[src/rtl/counter_seq_pkg.sv]
// Shared encodings for the command-driven counter sequencer: command opcodes,
// sequencer states and count-direction values.
package counter_seq_pkg;

  typedef enum logic [1:0] {
    OP_NOP   = 2'b00,
    OP_START = 2'b01,
    OP_STOP  = 2'b10,
    OP_LOAD  = 2'b11
  } op_t;

  typedef enum logic [1:0] {
    ST_IDLE  = 2'b00,
    ST_RUN   = 2'b01,
    ST_PAUSE = 2'b10,
    ST_DONE  = 2'b11
  } state_t;

  localparam logic DIR_UP   = 1'b1;
  localparam logic DIR_DOWN = 1'b0;

endpackage

[src/rtl/counter_seq_if.sv]
// Command port of the counter sequencer.
// Handshake: a command transfers on a rising edge where cmd_valid && cmd_ready;
// the sink holds cmd_ready high at all times, so every valid cycle is one command.
interface counter_seq_if #(
  parameter int N = 8
);
  logic         cmd_valid;
  logic         cmd_ready;
  logic [1:0]   cmd_op;
  logic         cmd_dir;
  logic [N-1:0] cmd_data;

  modport master (
    output cmd_valid,
    output cmd_op,
    output cmd_dir,
    output cmd_data,
    input  cmd_ready
  );

  modport slave (
    input  cmd_valid,
    input  cmd_op,
    input  cmd_dir,
    input  cmd_data,
    output cmd_ready
  );
endinterface

[src/rtl/updown_counter_core.sv]
// N-bit up/down counter datapath; load has priority over enable and the count
// wraps modulo 2^N in both directions.
module updown_counter_core
  import counter_seq_pkg::*;
#(
  parameter int N = 8
) (
  input  logic         clk,
  input  logic         rst,
  input  logic         en,
  input  logic         load,
  input  logic [N-1:0] load_val,
  input  logic         dir,
  output logic [N-1:0] count
);

  always_ff @(posedge clk) begin
    if (rst) begin
      count <= '0;
    end else if (load) begin
      count <= load_val;
    end else if (en) begin
      count <= (dir == DIR_UP) ? count + 1'b1 : count - 1'b1;
    end
  end

endmodule

[src/rtl/counter_seq_ctrl.sv]
// Command-driven sequencer: accepts START/STOP/LOAD, steps the counter core once
// per clock in RUN and pulses done when the stepped value reaches the limit.
module counter_seq_ctrl
  import counter_seq_pkg::*;
#(
  parameter int N           = 8,
  parameter bit AUTO_RELOAD = 1'b0
) (
  input  logic           clk,
  input  logic           rst,
  counter_seq_if.slave   cmd,
  output logic [N-1:0]   count,
  output logic           busy,
  output logic           done,
  output logic           err,
  output state_t         dbg_state
);

  state_t       state_q, state_n;
  logic [N-1:0] limit_q, base_q;
  logic         dir_q;
  logic         done_q, done_n;
  logic         err_q, err_n;
  logic         arm;
  logic         core_en, core_load;
  logic [N-1:0] load_val;
  logic [N-1:0] stepped;
  logic         is_start, is_stop, is_load;

  assign cmd.cmd_ready = 1'b1;
  assign is_start = cmd.cmd_valid && (cmd.cmd_op == OP_START);
  assign is_stop  = cmd.cmd_valid && (cmd.cmd_op == OP_STOP);
  assign is_load  = cmd.cmd_valid && (cmd.cmd_op == OP_LOAD);

  // Value the core would produce on a plain step; used for the limit compare.
  assign stepped = (dir_q == DIR_UP) ? count + 1'b1 : count - 1'b1;

  always_comb begin
    state_n   = state_q;
    core_en   = 1'b0;
    core_load = 1'b0;
    load_val  = cmd.cmd_data;
    done_n    = 1'b0;
    err_n     = 1'b0;
    arm       = 1'b0;
    case (state_q)
      ST_RUN: begin
        if (is_stop) begin
          state_n = ST_PAUSE;
        end else begin
          err_n = is_start || is_load;
          // In auto-reload mode the step after a limit hit restores the base.
          if (AUTO_RELOAD && done_q) begin
            core_load = 1'b1;
            load_val  = base_q;
          end else begin
            core_en = 1'b1;
            if (stepped == limit_q) begin
              done_n = 1'b1;
              if (!AUTO_RELOAD) state_n = ST_DONE;
            end
          end
        end
      end
      default: begin
        if (is_load) begin
          core_load = 1'b1;
        end else if (is_start) begin
          arm     = 1'b1;
          state_n = ST_RUN;
        end
      end
    endcase
  end

  always_ff @(posedge clk) begin
    if (rst) begin
      state_q <= ST_IDLE;
      limit_q <= '1;
      base_q  <= '0;
      dir_q   <= DIR_UP;
      done_q  <= 1'b0;
      err_q   <= 1'b0;
    end else begin
      state_q <= state_n;
      done_q  <= done_n;
      err_q   <= err_n;
      if (arm) begin
        limit_q <= cmd.cmd_data;
        dir_q   <= cmd.cmd_dir;
        base_q  <= count;
      end
    end
  end

  updown_counter_core #(.N(N)) u_core (
    .clk      (clk),
    .rst      (rst),
    .en       (core_en),
    .load     (core_load),
    .load_val (load_val),
    .dir      (dir_q),
    .count    (count)
  );

  assign busy      = (state_q == ST_RUN);
  assign done      = done_q;
  assign err       = err_q;
  assign dbg_state = state_q;

endmodule

[src/flat_wrapper.sv]
// flat-port wrapper written by rule: the top's interface ports become plain ports
module counter_seq_ctrl_flat import counter_seq_pkg::*;
#(
  parameter int N           = 8,
  parameter bit AUTO_RELOAD = 1'b0
)
  (clk, rst, count, busy, done, err, dbg_state, cmd_cmd_valid, cmd_cmd_op, cmd_cmd_dir, cmd_cmd_data, cmd_cmd_ready);
  counter_seq_if #(.N(N)) cmd_i ();
  input  logic clk;
  input  logic rst;
  output logic [N-1:0] count;
  output logic busy;
  output logic done;
  output logic err;
  output state_t dbg_state;
  input wire logic [$bits(cmd_i.cmd_valid)-1:0] cmd_cmd_valid;
  input wire logic [$bits(cmd_i.cmd_op)-1:0] cmd_cmd_op;
  input wire logic [$bits(cmd_i.cmd_dir)-1:0] cmd_cmd_dir;
  input wire logic [$bits(cmd_i.cmd_data)-1:0] cmd_cmd_data;
  output wire logic [$bits(cmd_i.cmd_ready)-1:0] cmd_cmd_ready;
  assign cmd_i.cmd_valid = cmd_cmd_valid;
  assign cmd_i.cmd_op = cmd_cmd_op;
  assign cmd_i.cmd_dir = cmd_cmd_dir;
  assign cmd_i.cmd_data = cmd_cmd_data;
  assign cmd_cmd_ready = cmd_i.cmd_ready;
  counter_seq_ctrl #(.N(N), .AUTO_RELOAD(AUTO_RELOAD)) u_core (.clk(clk), .rst(rst), .cmd(cmd_i), .count(count), .busy(busy), .done(done), .err(err), .dbg_state(dbg_state));
endmodule
[config.mk]
export PLATFORM = sky130hd
export DESIGN_NAME = counter_seq_ctrl_flat
export DESIGN_NICKNAME = d
export VERILOG_FILES = /design/src/rtl/counter_seq_pkg.sv /design/src/rtl/counter_seq_if.sv /design/src/rtl/updown_counter_core.sv /design/src/rtl/counter_seq_ctrl.sv /design/src/flat_wrapper.sv
export SDC_FILE = /design/constraint.sdc
export NUM_CORES = 1
export LEC_CHECK = 0
export BUFFER_PORTS_ARGS = -buffer_cell sky130_fd_sc_hd__buf_2
export CORE_MARGIN = 8
export CORE_UTILIZATION = 35
export DETAILED_ROUTE_END_ITERATION = 8
export GPL_TIMING_DRIVEN = 0
export SLEW_MARGIN = 20
export SYNTH_ARGS = -nofsm -noshare
export SYNTH_HDL_FRONTEND = slang
export SYNTH_SLANG_ARGS = --single-unit
[constraint.sdc]
create_clock -name clk -period 3.3 [get_ports clk]
set_clock_uncertainty 0.1 [all_clocks]
set_input_delay 0.66 -clock clk [delete_from_list [all_inputs] [get_ports clk]]
set_output_delay 0.66 -clock clk [all_outputs]
set_load 0.05 [all_outputs]
==> flow_metrics.tcl, run 1 <==
set metrics [dict create \
    syn-mean-instance-area_um2 9.45 \
    leakage_nw 0.660 \
    peakVddDrop_mv 0.128 \
    initial_core_util 0.359 \
    cts_buffers 3 \
    first_global_vias 1156 \
    p_per_area_mw_per_mm2 382 \
    core_area_mm2 0.00361 \
    gp_congestion 0.837 \
    nNetsFinal 189 \
    yosys_warnings 0 \
    seq_area_frac_synth 0.325 \
    met3_usage 0.0233 \
    rsz0062_at_grt "false" \
    vias 1141 \
    reg2regPathDepth 8 \
    antenna_found_initial 0 \
    cts_buffer_depth 2 \
    internal-power_mw 0.407 \
    wl_um 3240 \
    pwr-share-clk 0.288 \
    min-delay-start "u_core.u_core.count[2]$_SDFFE_PP0P_" \
    instances_no_fill 215 \
    synthArstFlopShare 0 \
    timing.rr.end "u_core.dbg_state[1]$_SDFFE_PP0P_" \
    cp.required_ps 3380 \
    fin_crit_sh 0.740 \
    hold_depth 2 \
    crit_type "reg -> reg" \
    clk_pin_slew_worst_paths_ps 80 \
    cp-end-kind "flip-flop" \
    max_clock_freq_mhz 410 \
    grtUsageMet1 0.141 \
    p_comb_frac 0.243 \
    synth_cell_types 40 \
    final_util 0.425 \
    netlist_area_mm2 0.00129 \
    r2r_start "u_core.dir_q$_SDFFE_PP1P_" \
    maxCapViolations 0 \
    diodes 0 \
    synth_ff_type "dfxtp_1" \
    ys_seq_elements 21 \
    hold_buffers 0 \
    slew_headroom 0.413 \
    root_buffer "clkbuf_8" \
    final_common_cell "buf_2" \
    drv_slew 0 \
    clk_latency_ps 260 \
    track_usage 0.115 \
    clkSinkCount 21 \
    grt_pass1_wl_um 5530 \
    grt.overflow.total 0 \
    ant_nets 0 \
    hp-class "reg -> reg" \
    cts_resized 0 \
    switchingPower_mw 0.178 \
    placedCellCount 211 \
    area_delta_synth_final_pct 18.3 \
    arrival_ps 2520 \
    syn_inst 137 \
    firstDrtPassIters 4 \
    fp-row-count 22 \
    drt_iter0_drc 56 \
    busiest_layer "met2" \
    die_w_um 76.8 \
    tightest_slew_ps 876 \
    regToRegSetupSlack_ps 860 \
    swShare 0.305 \
    drc_errors 0 \
    h-tree-depth 1 \
    whs_endpoint "u_core.u_core.count[2]$_SDFFE_PP0P_" \
    drive_gt1_frac 0.269 \
    grt_start_max_net_pins 13 \
    period_minus_slack_ps 2440 \
    finalSetupViolCount 0 \
    grtUsageMet2 0.187 \
    status "finished, final reports clean" \
    port_buffers 26 \
    dp_hpwl_um 2390 \
    wl_per_cell_um 15.1 \
    synth_edf_count 0 \
    crit_path_start_kind "flip-flop" \
    die_h_um 76.8 \
    via_per_inst 5.31 \
    pwr-share-seq 0.469 \
    critPathMaxFanout 8 \
    hold_violations 0 \
    cts_setup_buffers 0 \
    synth_nets 158 \
    layout_common_cells "buf_2 (27), dfxtp_1 (21), xnor2_1 (10)" \
    final.setup.tns_ps 0 \
    ios 28 \
    dieArea_mm2 0.00590 \
    cts_tree "built" \
    n_fill_cell 363 \
]
-- power by group through the flow --
stage | sequential (mW) | combinational (mW) | clock, mW
after global routing | 0.276 | 0.156 | 0.189
after global placement | 0.280 | 0.140 | 0
after floorplan | 0.298 | 0.0886 | 0
final | 0.275 | 0.142 | 0.169
after CTS | 0.275 | 0.143 | 0.178
after detailed placement | 0.280 | 0.143 | 0
-- cell type report --
cell class	count	area, um2	share of cell area
sequential	21	420	0.275
timing repair buffer	26	130	0.0850
buffer	5	27.5	0.0180
inverter	7	26.3	0.0172
multi-input combinational	104	821	0.536
clock buffer	3	41.3	0.0270
clock inverter	1	5.00	0.00327
tap	48	60.1	0.0392
-- synth_stat cells, types with 2 or more instances --
master	instances	area, um2
inv_1	7	26.3
a211o_1	9	78.8
a21oi_2	2	17.5
o21ai_0	4	20.0
a31oi_1	2	12.5
a221oi_1	3	26.3
a21oi_1	7	35.0
dfxtp_1	21	420
nand3_1	2	10.0
ha_1	6	75.1
xnor3_1	2	45.0
xnor2_1	10	87.6
nor2b_1	9	56.3
nor2_1	9	33.8
nor3_1	4	20.0
buf_4	2	15.0
nand2_1	7	26.3
a22oi_1	5	37.5
clkbuf_1	2	7.51
xor2_1	4	35.0
-- through the flow --
stage	area [um2]	hold slack [ps]	setup slack, ps	power [mW]
floorplan	1290	431	788	0.387
global placement	1490	375	898	0.420
detailed placement	1490	368	869	0.423
CTS	1530	389	838	0.595
global route	1530	436	664	0.621
finish	1530	390	859	0.586
-- kinds of logic after synthesis --
family,share of synthesized area
XOR/XNOR,0.148
buffers and inverters,0.0415
other,0.00290
adder cells (fa/ha/maj),0.0734
AND/OR/NAND/NOR,0.159
flip-flops,0.325
AO/OA/AOI/OAI,0.250
-- worst max-delay path: stages (launching register included) --
cell and delay, ps:
dfxtp_1 390, inv_1 190, ha_1 380, nor2b_1 180
o2111a_1 250, nor3_1 280, xnor3_1 200, nand4_1 140
a221oi_2 250
-- routing by layer --
layer | vias to the layer above | part of all wire
li1 | 555 | -
met1 | 547 | 0.45
met2 | 34 | 0.48
met3 | 5 | 0.057
met4 | 0 | 0.018
met5 | - | 0
-- state kept, by name (all words and copies together), names as in the netlist --
name / flops
u_core.dir_q: 1
u_core.err: 1
u_core.limit_q: 8
u_core.dbg_state: 2
u_core.u_core.count: 8
u_core.done: 1
-- how the worst max path moves through the flow --
stage,startpoint,to,depth (start not counted)
after detailed placement,u_core.u_core.count[0]$_SDFFE_PP0P_,u_core.dbg_state[1]$_SDFFE_PP0P_,8
after global placement,u_core.u_core.count[0]$_SDFFE_PP0P_,u_core.dbg_state[1]$_SDFFE_PP0P_,8
after floorplan,u_core.u_core.count[0]$_SDFFE_PP0P_,u_core.dbg_state[1]$_SDFFE_PP0P_,8
after global routing,u_core.u_core.count[0]$_SDFFE_PP0P_,u_core.dbg_state[1]$_SDFFE_PP0P_,8
final,u_core.dir_q$_SDFFE_PP1P_,u_core.dbg_state[1]$_SDFFE_PP0P_,8
after CTS,u_core.u_core.count[0]$_SDFFE_PP0P_,u_core.dbg_state[1]$_SDFFE_PP0P_,8
Power figures use the tool's default switching activity.
==> run 2: changes to the inputs <==
Clock period 3.3 ns to 2.1 ns, I/O delays scaled along.
==> run 2 against run 1 <==
Critical path depth is 1 lower. Setup slack worse by 840 ps. Sequential power is 57% higher. Power is 65% higher. Cell count is 1.9% higher. Routed wire length is 7.3% higher. Via count is 0.70% higher.
==> flow_metrics.tcl, run 2 (synthesis gave the netlist of run 1 again) <==
set metrics [dict create \
    layout_common_cells "buf_2 (27), dfxtp_1 (13), a211o_1 (9), xnor2_1 (9), nor2_1 (9)" \
    slowest_stage "fa_2" \
    first_global_vias 1139 \
    critical_path_buf_inv_count 1 \
    swShare 0.321 \
    rsz0062_at_grt "true" \
    max_clock_freq_mhz 481 \
    peakVddDrop_mv 0.399 \
    root_buffer "clkbuf_8" \
    whs_endpoint "u_core.limit_q[6]$_SDFFE_PP1P_" \
    gp_congestion 0.864 \
    nNetsFinal 193 \
    final_common_cell "buf_2" \
    crit_path_start_kind "flip-flop" \
    dieArea_mm2 0.00590 \
    status "finished, final reports clean" \
    maxCapViolations 0 \
    regArea_um2 435 \
    antenna_found_initial 0 \
    die_w_um 76.8 \
    initial_core_util 0.359 \
    ant_nets 0 \
    cp-end-kind "flip-flop" \
    pwr-share-clk 0.294 \
    switchingPower_mw 0.310 \
    slew_headroom 0.508 \
    hp-class "in -> reg" \
    critPathMaxFanout 3 \
    die_h_um 76.8 \
    crit_chain "inv_2 -> fa_2 -> xor2_1 -> nand3_1 -> nor3_2 -> nand4_1 -> a221oi_2" \
    wl_um 3480 \
    diodes 0 \
    grt_start_max_net_pins 13 \
    timing.final.ws_setup_ps 20.7 \
    cts_buffers 3 \
    period_minus_slack_ps 2080 \
    multiInputGateArea_um2 900 \
    grt_pass1_wl_um 5560 \
    drive_gt1_frac 0.415 \
    drv_slew 0 \
    dp_hpwl_um 2470 \
    regToRegSetupSlack_ps 20 \
    clkSinkCount 21 \
    timing.rr.end "u_core.dbg_state[1]$_SDFFE_PP0P_" \
    drt_iter0_drc 62 \
    ios 28 \
    arrival_ps 2160 \
    drc_errors 0 \
    cts_buffer_depth 2 \
    pwr-share-seq 0.447 \
    clk_pin_slew_worst_paths_ps 80 \
    min-delay-start "rst" \
    core_area_mm2 0.00361 \
    place_ws_ps -297 \
    internal-power_mw 0.656 \
    tightest_slew_ps 730 \
    reg2regPathDepth 7 \
    hold_violations 0 \
    r2r_start "u_core.u_core.count[1]$_SDFFE_PP0P_" \
    firstDrtPassIters 4 \
    leakage_nw 0.671 \
    track_usage 0.114 \
    area_delta_synth_final_pct 28.5 \
    grt.overflow.total 0 \
    n_fill_cell 373 \
    p_comb_frac 0.259 \
    finalSetupViolCount 0 \
    p_per_area_mw_per_mm2 580 \
    crit_type "reg -> reg" \
    wl_per_cell_um 15.9 \
    cts_tree "built" \
    crit_family "adder cells" \
    hold_depth 2 \
    fp-row-count 22 \
    whs_ps 257 \
    fin_crit_sh 0.990 \
    port_buffers 26 \
    via_per_inst 5.25 \
    cp.required_ps 2190 \
    max_stage_delay_ps 580 \
    clk_latency_ps 270 \
    h-tree-depth 1 \
    vias 1149 \
]
run 2: cell types whose count changed in the layout (fill, tap and decap cells not counted), moves of 2 or more:
cell     previous run  this run
ha_1                6         2
dfxtp_1            21        13
dfxtp_2             0         6
nor3_1              4         2
buf_4               2         6
inv_1               7         4
ha_4                0         3
dfxtp_4             0         2
run 2: cell type report:
cell class	count	area share
tap	48	0.0361
clock inverter	1	0.00301
buffer	4	0.0120
clock buffer	3	0.0248
multi-input combinational	104	0.541
inverter	7	0.0211
sequential	21	0.262
timing repair buffer	31	0.101
run 2: what timing repair did:
action	in CTS	in global routing
hold endpoints to repair	0	0
pin swaps	7	6
setup buffers	2	3
gates resized for setup	13	6
hold buffers	0	0
setup endpoints to repair	3	8
run 2: worst max path at each step:
stage	start	end	slack, ps	depth (start not counted)
after CTS	u_core.dir_q$_SDFFE_PP1P_	u_core.dbg_state[1]$_SDFFE_PP0P_	5	8
after global placement	u_core.dir_q$_SDFFE_PP1P_	u_core.dbg_state[1]$_SDFFE_PP0P_	-280	8
after global routing	u_core.dir_q$_SDFFE_PP1P_	u_core.dbg_state[1]$_SDFFE_PP0P_	-100	8
final	u_core.u_core.count[1]$_SDFFE_PP0P_	u_core.dbg_state[1]$_SDFFE_PP0P_	20	7
after detailed placement	u_core.dir_q$_SDFFE_PP1P_	u_core.dbg_state[1]$_SDFFE_PP0P_	-300	8
after floorplan	u_core.u_core.count[1]$_SDFFE_PP0P_	u_core.dbg_state[1]$_SDFFE_PP0P_	-110	8
run 2: layer usage:
layer | vias up | GRT usage | part of all wire
met3 | 2 | 0.0420 | 0.066
met4 | 0 | 0.0192 | 0.0049
met5 | - | 0 | 0
met2 | 31 | 0.185 | 0.47
met1 | 545 | 0.142 | 0.46
li1 | 571 | - | -
run 2: power by group through the flow:
stage	sequential, mW	clock, mW	combinational (mW)
2_1_floorplan	0.469	0	0.141
3_3_place_gp	0.441	0	0.222
3_5_place_dp	0.441	0	0.225
4_1_cts	0.430	0.283	0.240
5_1_grt	0.434	0.305	0.271
6_report	0.432	0.284	0.250
run 2: stage by stage:
stage / std cells / cell area (um2) / setup TNS, ps / utilization / total power, mW
global placement: 211 / 1510 / -627 / 0.419 / 0.663
global route: 219 / 1660 / -242 / 0.461 / 1.01
detailed placement: 211 / 1510 / -614 / 0.419 / 0.666
floorplan: 137 / 1320 / -172 / - / 0.611
finish: 219 / 1660 / 0 / 0.461 / 0.966
CTS: 216 / 1610 / 0 / 0.446 / 0.954
